## config.mk

```make
export PLATFORM = sky130hd
export DESIGN_NAME = ps2_dir_decoder
export DESIGN_NICKNAME = d
export VERILOG_FILES = /design/src/rtl/ps2_dir_decoder.sv
export SDC_FILE = /design/constraint.sdc
export NUM_CORES = 1
export LEC_CHECK = 0
export ABC_AREA = 1
export BUFFER_PORTS_ARGS = -buffer_cell sky130_fd_sc_hd__buf_4
export CORE_AREA = 3 3 79 81
export DETAILED_ROUTE_END_ITERATION = 8
export DIE_AREA = 0 0 82 84
export GPL_TIMING_DRIVEN = 0
export PLACE_DENSITY = 0.78
export SYNTH_ARGS = -nofsm -noshare
export SYNTH_HDL_FRONTEND = slang
export SYNTH_SLANG_ARGS = --single-unit
```

## constraint.sdc

```tcl
create_clock -name clock -period 4.94 [get_ports clock]
set_clock_uncertainty 0.05 [all_clocks]
set_input_delay 0.988 -clock clock [delete_from_list [all_inputs] [get_ports clock]]
set_output_delay 0.988 -clock clock [all_outputs]
set_load 0.01 [all_outputs]
```

## src/rtl/ps2_dir_decoder.sv

```systemverilog
// PS/2 scan-code parser mapping arrow keys (player 0) and WASD (player 1) to one-hot directions.
// Directions and seq_error are registered, updating at the byte's consuming edge; no backpressure, one byte per strobe edge.
module ps2_dir_decoder #(
   parameter int TIMEOUT_CYCLES = 50000
) (
   input  logic       clock,
   input  logic       reset,
   input  logic       ps2_key_pressed,
   input  logic [7:0] ps2_out,
   output logic       upSig,
   output logic       rightSig,
   output logic       downSig,
   output logic       leftSig,
   output logic       upSig2,
   output logic       rightSig2,
   output logic       downSig2,
   output logic       leftSig2,
   output logic       seq_error
);

   localparam int CNT_W = $clog2(TIMEOUT_CYCLES) + 1;
   localparam logic [CNT_W-1:0] CNT_LAST = CNT_W'(TIMEOUT_CYCLES - 1);
   localparam logic [CNT_W-1:0] CNT_MAX  = '1;
   localparam logic [CNT_W-1:0] CNT_ONE  = CNT_W'(1);

   typedef enum logic [1:0] {IDLE, EXT, BRK, EXT_BRK} state_t;

   // Direction index: 0 up, 1 right, 2 down, 3 left.
   typedef struct packed {
      logic [3:0] held;
      logic [1:0] last;
      logic       lv;
   } ply_t;

   state_t           state, state_nxt;
   logic             strobe_q;
   logic             consume;
   logic [CNT_W-1:0] cnt_q, cnt_nxt;
   logic             timeout;
   logic             is_make, is_break, ext;
   logic             hit0, hit1;
   logic [1:0]       idx0, idx1;
   ply_t             p0_q, p1_q, p0_nxt, p1_nxt;
   logic [3:0]       dir0_q, dir1_q;

   function automatic ply_t ply_update(input ply_t cur, input logic hit, input logic [1:0] idx,
                                       input logic mk, input logic brk);
      ply_update = cur;
      if (hit && mk) begin
         ply_update.held[idx] = 1'b1;
         ply_update.last      = idx;
         ply_update.lv        = 1'b1;
      end else if (hit && brk) begin
         ply_update.held[idx] = 1'b0;
         if (cur.last == idx) ply_update.lv = 1'b0;
      end
   endfunction

   function automatic logic [3:0] ply_dir(input ply_t p);
      ply_dir = 4'b0000;
      if (p.lv && p.held[p.last]) ply_dir[p.last] = 1'b1;
      else if (p.held[0])         ply_dir = 4'b0001;
      else if (p.held[1])         ply_dir = 4'b0010;
      else if (p.held[2])         ply_dir = 4'b0100;
      else if (p.held[3])         ply_dir = 4'b1000;
   endfunction

   assign consume = ps2_key_pressed & ~strobe_q;

   // A byte on the timeout clock wins over the timeout.
   always_comb begin
      state_nxt = state;
      is_make   = 1'b0;
      is_break  = 1'b0;
      ext       = 1'b0;
      timeout   = 1'b0;
      if (consume) begin
         case (state)
            IDLE: begin
               if (ps2_out == 8'hE0)      state_nxt = EXT;
               else if (ps2_out == 8'hF0) state_nxt = BRK;
               else                       is_make   = 1'b1;
            end
            EXT: begin
               if (ps2_out == 8'hF0)      state_nxt = EXT_BRK;
               else if (ps2_out == 8'hE0) state_nxt = EXT;
               else begin
                  is_make   = 1'b1;
                  ext       = 1'b1;
                  state_nxt = IDLE;
               end
            end
            BRK: begin
               if (ps2_out == 8'hE0) state_nxt = EXT_BRK;
               else begin
                  is_break  = 1'b1;
                  state_nxt = IDLE;
               end
            end
            default: begin
               is_break  = 1'b1;
               ext       = 1'b1;
               state_nxt = IDLE;
            end
         endcase
      end else if (state != IDLE && cnt_q == CNT_LAST) begin
         timeout   = 1'b1;
         state_nxt = IDLE;
      end
   end

   always_comb begin
      cnt_nxt = cnt_q;
      if (consume || state == IDLE) cnt_nxt = '0;
      else if (cnt_q != CNT_MAX)    cnt_nxt = cnt_q + CNT_ONE;
   end

   always_comb begin
      hit0 = 1'b0;
      idx0 = 2'd0;
      hit1 = 1'b0;
      idx1 = 2'd0;
      case (ps2_out)
         8'h75: begin hit0 = ext;  idx0 = 2'd0; end
         8'h74: begin hit0 = ext;  idx0 = 2'd1; end
         8'h72: begin hit0 = ext;  idx0 = 2'd2; end
         8'h6B: begin hit0 = ext;  idx0 = 2'd3; end
         8'h1D: begin hit1 = ~ext; idx1 = 2'd0; end
         8'h23: begin hit1 = ~ext; idx1 = 2'd1; end
         8'h1B: begin hit1 = ~ext; idx1 = 2'd2; end
         8'h1C: begin hit1 = ~ext; idx1 = 2'd3; end
         default: ;
      endcase
      p0_nxt = ply_update(p0_q, hit0, idx0, is_make, is_break);
      p1_nxt = ply_update(p1_q, hit1, idx1, is_make, is_break);
   end

   always_ff @(posedge clock or negedge reset) begin
      if (!reset) begin
         state     <= IDLE;
         strobe_q  <= 1'b0;
         cnt_q     <= '0;
         p0_q      <= '0;
         p1_q      <= '0;
         dir0_q    <= '0;
         dir1_q    <= '0;
         seq_error <= 1'b0;
      end else begin
         state     <= state_nxt;
         strobe_q  <= ps2_key_pressed;
         cnt_q     <= cnt_nxt;
         p0_q      <= p0_nxt;
         p1_q      <= p1_nxt;
         dir0_q    <= ply_dir(p0_nxt);
         dir1_q    <= ply_dir(p1_nxt);
         seq_error <= timeout;
      end
   end

   assign {leftSig,  downSig,  rightSig,  upSig}  = dir0_q;
   assign {leftSig2, downSig2, rightSig2, upSig2} = dir1_q;

endmodule
```

**Word-level counts from Yosys, hierarchy flattened**

Cells that the tools add are included.

- Register bits: 43
- Latch bits: 0
- Bits in writable memories: 0
- Memory bits (read-only): 0
- Input bits: 11
- Memories kept: 0

- Add/sub/neg operators: 1
- $mul: 0
- Divide/modulo/power cells: 0
- Magnitude comparators: 8
- Equal/unequal tests: 17
- Shift-type cells: 0
- Mux-type cells: 60
- Bitwise logic cells: 9
- Reduce and logical (&&, ||, !) cells: 21

Operator list:

| cell | number |
|---|---|
| $mux W4 | 14 |
| $mux W17 | 2 |
| $eq A8 B7 Y1 const B | 4 |
| $eq A8 B5 Y1 const B | 3 |
| $mux W1 | 24 |
| $pmux W2 S3 | 3 |
| $add A17 B1 Y17 const B | 1 |
| $eq A17 B16 Y1 const B | 1 |
| $ne A17 B17 Y1 const B | 1 |
| $eq A8 B8 Y1 const B | 2 |
| $mux W2 | 8 |
| $lt A2 B3 Y1 const B | 4 |
| $logic_and A1 B1 Y1 | 11 |
| $and A4 B4 Y4 | 2 |
| $demux W1 S2 | 4 |
| $eq A8 B6 Y1 const B | 1 |
| $ge A2 B1 Y1 const B | 4 |
| $not A4 Y4 | 2 |
| $or A4 B4 Y4 | 2 |
| $reduce_or A4 Y1 | 2 |
| $pmux W1 S2 | 3 |
| $reduce_bool A2 Y1 | 3 |
| $bmux W1 S2 | 2 |
| $eq A2 B2 Y1 | 2 |
| other kinds (9) | 11 |

**Logic depth before layout (Yosys ltp)**

- Depth in word-level cells: 15
- Gate-level depth with buffers: 17
- Gate-level depth less buffers: 17

**Least setup slack after synthesis**

OpenSTA, ideal clock, no wires.

- Kind: in2reg
- From: input ps2_out[0]
- To: register dir1_q[1]
- Library setup time: 0.116 ns
- Arrival time: 2.304 ns
- Data required time: 4.774 ns
- Setup slack: 2.470 ns
- Stages on the path: 16
- Cells stage by stage: inv_2 nand2_4 nor2_4 nand2_4 nand2_4 nand2_4 nand2_8 nand3_4 inv_4 nand2_4 nand2_4 nand2_1 nor2_2 nor2_4 nand3_1 nand2_1

RTL lines:

| what | line | source |
|---|---|---|
| start: declaration | 9 | `input logic [7:0] ps2_out,` |
| end signal: assignment | 155 | `dir1_q <= ply_dir(p1_nxt);` |
| end: declaration | 44 | `logic [3:0] dir0_q, dir1_q;` |

**Worst setup path after layout**

- From: register cnt_q[0]
- To: register cnt_q[14]

- Longest elaborated chain between the ends: 3

Ends and longest elaborated chain:

| what | line | source |
|---|---|---|
| start: declaration | 38 | `logic [CNT_W-1:0] cnt_q, cnt_nxt;` |
| start signal: assignment | 151 | `cnt_q <= cnt_nxt;` |
| $add A17 B1 Y17 | 115 | `else if (cnt_q != CNT_MAX) cnt_nxt = cnt_q + CNT_ONE;` |
| $mux W17 | 115 |  |
| $mux W17 | 114 | `if (consume \|\| state == IDLE) cnt_nxt = '0;` |

Several ways; a longest one is shown, not always the timed one. The select of a mux whose other input is x is not followed.
A chain may end at the register's enable or synchronous reset.

==> flow_summary.rst <==
.. list-table::
   :header-rows: 1

   * - Metric
     - Value
   * - Share of synthesized area occupied by flip-flops and latches
     - 0.384
   * - Grt total ovfl
     - 0
   * - Number of H-tree levels
     - 2
   * - Endpoint of the lowest-slack register-to-register path
     - cnt_q[14]
   * - Initial detailed-routing violation count
     - 115
   * - Post-Route WL
     - 5550 um
   * - Logic depth of the worst register-to-register path
     - 16
   * - Number of maximum-capacitance constraint violations
     - 0
   * - Largest net degree at the start of global routing
     - 44
   * - Static Leakage
     - 1.57 nW
   * - Antenna violations before repair
     - 0
   * - Commonest cells after routing, fill and taps aside
     - sky130_fd_sc_hd__nand2_1 (105), sky130_fd_sc_hd__nor2_1 (45), sky130_fd_sc_hd__inv_1 (44), sky130_fd_sc_hd__dfrtp_1 (43)
   * - Nature of the critical path startpoint
     - flop
   * - Hold endpoint
     - p1_q[6]
   * - Number of buffers added for setup after CTS
     - 0
   * - Synth Instances
     - 380
   * - Most common cell after layout, fill and taps aside
     - sky130_fd_sc_hd__nand2_1
   * - Peak VDD IR
     - 161 uV
   * - Area growth syn-to-layout
     - 11.4%
   * - Routed Antenna Nets
     - 0
   * - Post-CTS Hold Fix Bufs
     - 0
   * - Count of warnings emitted by yosys
     - 0
   * - Vias in the first global route
     - 2265
   * - Max Transition Viols Final
     - 0
   * - DRC viols
     - 0
   * - Headroom to the max-slew limit
     - 0.643
   * - Starting density of the core
     - 0.506
   * - Maximum count of clock buffers along a single path
     - 2
   * - Global router's overall resource usage
     - 0.173
   * - Maximum net fanout on the critical path
     - 6
   * - Diodes inserted
     - 0
   * - Mapped cell area
     - 0.00280 mm^2
   * - IO Pins
     - 20
   * - Outcome
     - completed
   * - Wire length of the first global-routing pass
     - 9660 um
   * - Routability Congestion
     - 0.834
   * - Register-to-register setup slack
     - 2.07 ns
   * - Setup-failing EPs final
     - 0
   * - Number of buffers added by the clock tree synthesis step
     - 5
   * - Standard-cell rows
     - 27
   * - Startpoint of the lowest-slack register-to-register path
     - cnt_q[0]
   * - Total via count after detailed routing
     - 2435
   * - Number of cells in the finished layout apart from fillers
     - 478
   * - Fin crit share
     - 0.582
   * - Die extent in y
     - 84 um
   * - Clock edge transition at the registers on the reported setup and hold paths
     - 0.08 ns
   * - Number of placed instances, taps included
     - 471
   * - Ratio of cells with drive above 1 in the final layout
     - 0.195
   * - Setup TNS
     - 0 ns
   * - Placeable core region
     - 0.00554 mm^2
   * - Worst hold path startpoint
     - p1_q[6]
   * - Dpl hpwl
     - 4370 um
   * - Capturing element type of the critical path
     - flop
   * - IO buf count
     - 19
   * - Crit path kind
     - reg -> reg
   * - Count of cell types in the netlist
     - 33
   * - Worst setup path start
     - cnt_q[0]
   * - Net count, final
     - 419
   * - Die area
     - 0.00689 mm^2
   * - Required time worst endpoint
     - 5.07 ns
   * - Clock sink count
     - 43
   * - Final Hold Vio Count
     - 0
   * - Period minus WS final
     - 2.87 ns
   * - Cts repair resizes
     - 0
   * - Via density per instance
     - 5.09
   * - Worst path arrival time
     - 3.00 ns
   * - Routed WL per cell
     - 11.6 um
   * - Peak Freq
     - 0.348 GHz
   * - Power per Cell Area
     - 234 mW/mm^2
   * - Hold Crit Class
     - reg -> reg
   * - Clock insertion delay at the later pin of the skew report
     - 0.29 ns
   * - Post-Synthesis Net Count
     - 393
   * - Unrepaired setup endpoints after global routing
     - false
   * - 1st-pass router iterations
     - 4
   * - Root buffer cell
     - sky130_fd_sc_hd__clkbuf_8
   * - Die X-Extent
     - 82 um
   * - Hold Path Depth
     - 2
   * - Synthesized area per cell
     - 7.38 um^2
   * - Register bit total from synthesis
     - 43
   * - TritonCTS clock tree
     - built
   * - Worst-Margin Slew
     - 0.536 ns
[synth_stat cells]
cell type,n,area [um^2]
sky130_fd_sc_hd__a31oi_1,1,6.26
sky130_fd_sc_hd__nand2_4,8,90.1
sky130_fd_sc_hd__nand2_8,1,20.0
sky130_fd_sc_hd__nand3_2,4,40.0
sky130_fd_sc_hd__a21boi_2,1,11.3
sky130_fd_sc_hd__dfrtp_1,43,1080
sky130_fd_sc_hd__inv_1,44,165
sky130_fd_sc_hd__ha_1,2,25.0
sky130_fd_sc_hd__nand4_1,18,113
sky130_fd_sc_hd__o31ai_1,1,7.51
sky130_fd_sc_hd__nor2_1,45,169
sky130_fd_sc_hd__nand3_4,2,35.0
sky130_fd_sc_hd__xor2_1,5,43.8
sky130_fd_sc_hd__a21oi_4,1,16.3
sky130_fd_sc_hd__nand2_2,15,93.8
sky130_fd_sc_hd__nand2_1,105,394
sky130_fd_sc_hd__nand3b_1,3,22.5
sky130_fd_sc_hd__nor2_8,1,20.0
sky130_fd_sc_hd__inv_4,1,6.26
sky130_fd_sc_hd__a21oi_2,1,8.76
sky130_fd_sc_hd__a21o_1,1,7.51
sky130_fd_sc_hd__o21ai_0,7,35.0
sky130_fd_sc_hd__nor4_1,4,25.0
sky130_fd_sc_hd__inv_2,7,26.3
sky130_fd_sc_hd__nor3_1,8,40.0
sky130_fd_sc_hd__nor2_2,7,43.8
sky130_fd_sc_hd__a41oi_1,1,8.76
sky130_fd_sc_hd__a21oi_1,19,95.1
sky130_fd_sc_hd__a221oi_1,1,8.76
sky130_fd_sc_hd__clkbuf_1,1,3.75
sky130_fd_sc_hd__nor2_4,3,33.8
sky130_fd_sc_hd__nand4_4,1,21.3
sky130_fd_sc_hd__nand3_1,18,90.1
[per-stage QoR]
| step | setup WS, ns | cell area [um^2] | util | hold slack [ns] | total power [mW] |
|---|---|---|---|---|---|
| floorplan | 2.47 | 2800 | - | 0.406 | 0.474 |
| global placement | 2.13 | 3040 | 0.548 | 0.433 | 0.511 |
| detailed placement | 2.10 | 3040 | 0.548 | 0.435 | 0.516 |
| CTS | 2.09 | 3120 | 0.564 | 0.454 | 0.739 |
| global route | 1.66 | 3120 | 0.564 | 0.484 | 0.771 |
| finish | 2.07 | 3120 | 0.564 | 0.448 | 0.731 |
[worst max-delay path by stage]
stage	to	slack [ns]	cells past startpoint
final	cnt_q[14]	2.07	16
after global routing	cnt_q[14]	1.66	16
after CTS	cnt_q[14]	2.09	16
after detailed placement	cnt_q[14]	2.10	16
after global placement	dir0_q[1]	2.13	15
after floorplan	dir1_q[1]	2.47	16
[flip-flops by register name, summed over array words and instances (netlist names)]
register	count
cnt_q	17
dir0_q	4
dir1_q	4
p0_q	7
p1_q	7
seq_error	1
state	2
strobe_q	1
[cells by family after synthesis]
group | Yosys count | synth area share
flops | 43 | 0.384
buf+inv | 53 | 0.0719
xor+xnor | 5 | 0.0156
compound gates | 34 | 0.0732
fa+ha+maj | 2 | 0.00893
simple gates | 243 | 0.446
[metal layers]
layer / part of all wire / global-route usage / vias up
met4: 0 / 0.0317 / 0
met1: 0.48 / 0.236 / 1116
met5: 0 / 0 / -
li1: - / - / 1280
met2: 0.48 / 0.281 / 39
met3: 0.041 / 0.0400 / 0
[power breakdown]
group          total (mW)  internal, mW  switching [mW]
Combinational       0.132        0.0415          0.0910
Sequential          0.377         0.365          0.0115
Clock               0.222         0.110           0.112
[worst max-delay path, cell delays in order (launching register included)]
cell	delay, ns
sky130_fd_sc_hd__dfrtp_1	0.42
sky130_fd_sc_hd__ha_1	0.24
sky130_fd_sc_hd__nand2_1	0.07
sky130_fd_sc_hd__nor2_1	0.04
sky130_fd_sc_hd__inv_1	0.06
sky130_fd_sc_hd__nor4_1	0.05
sky130_fd_sc_hd__ha_1	0.25
sky130_fd_sc_hd__inv_1	0.18
sky130_fd_sc_hd__nand3_1	0.14
sky130_fd_sc_hd__nor4_1	0.41
sky130_fd_sc_hd__inv_1	0.08
sky130_fd_sc_hd__nor2_1	0.21
sky130_fd_sc_hd__nand2_1	0.07
sky130_fd_sc_hd__nor2_1	0.16
sky130_fd_sc_hd__nand3_1	0.11
sky130_fd_sc_hd__o21ai_0	0.16
sky130_fd_sc_hd__a21oi_1	0.06
[cell type report]
type | count | area [um^2]
clock inverter | 1 | 5.00
tap | 72 | 90.1
inverter | 52 | 198
sequential | 43 | 1080
fill | 531 | 2420
buffer | 1 | 3.75
multi-input combinational | 284 | 1530
clock buffer | 6 | 82.6
timing repair buffer | 19 | 143
(Power assumes the default switching activity.)
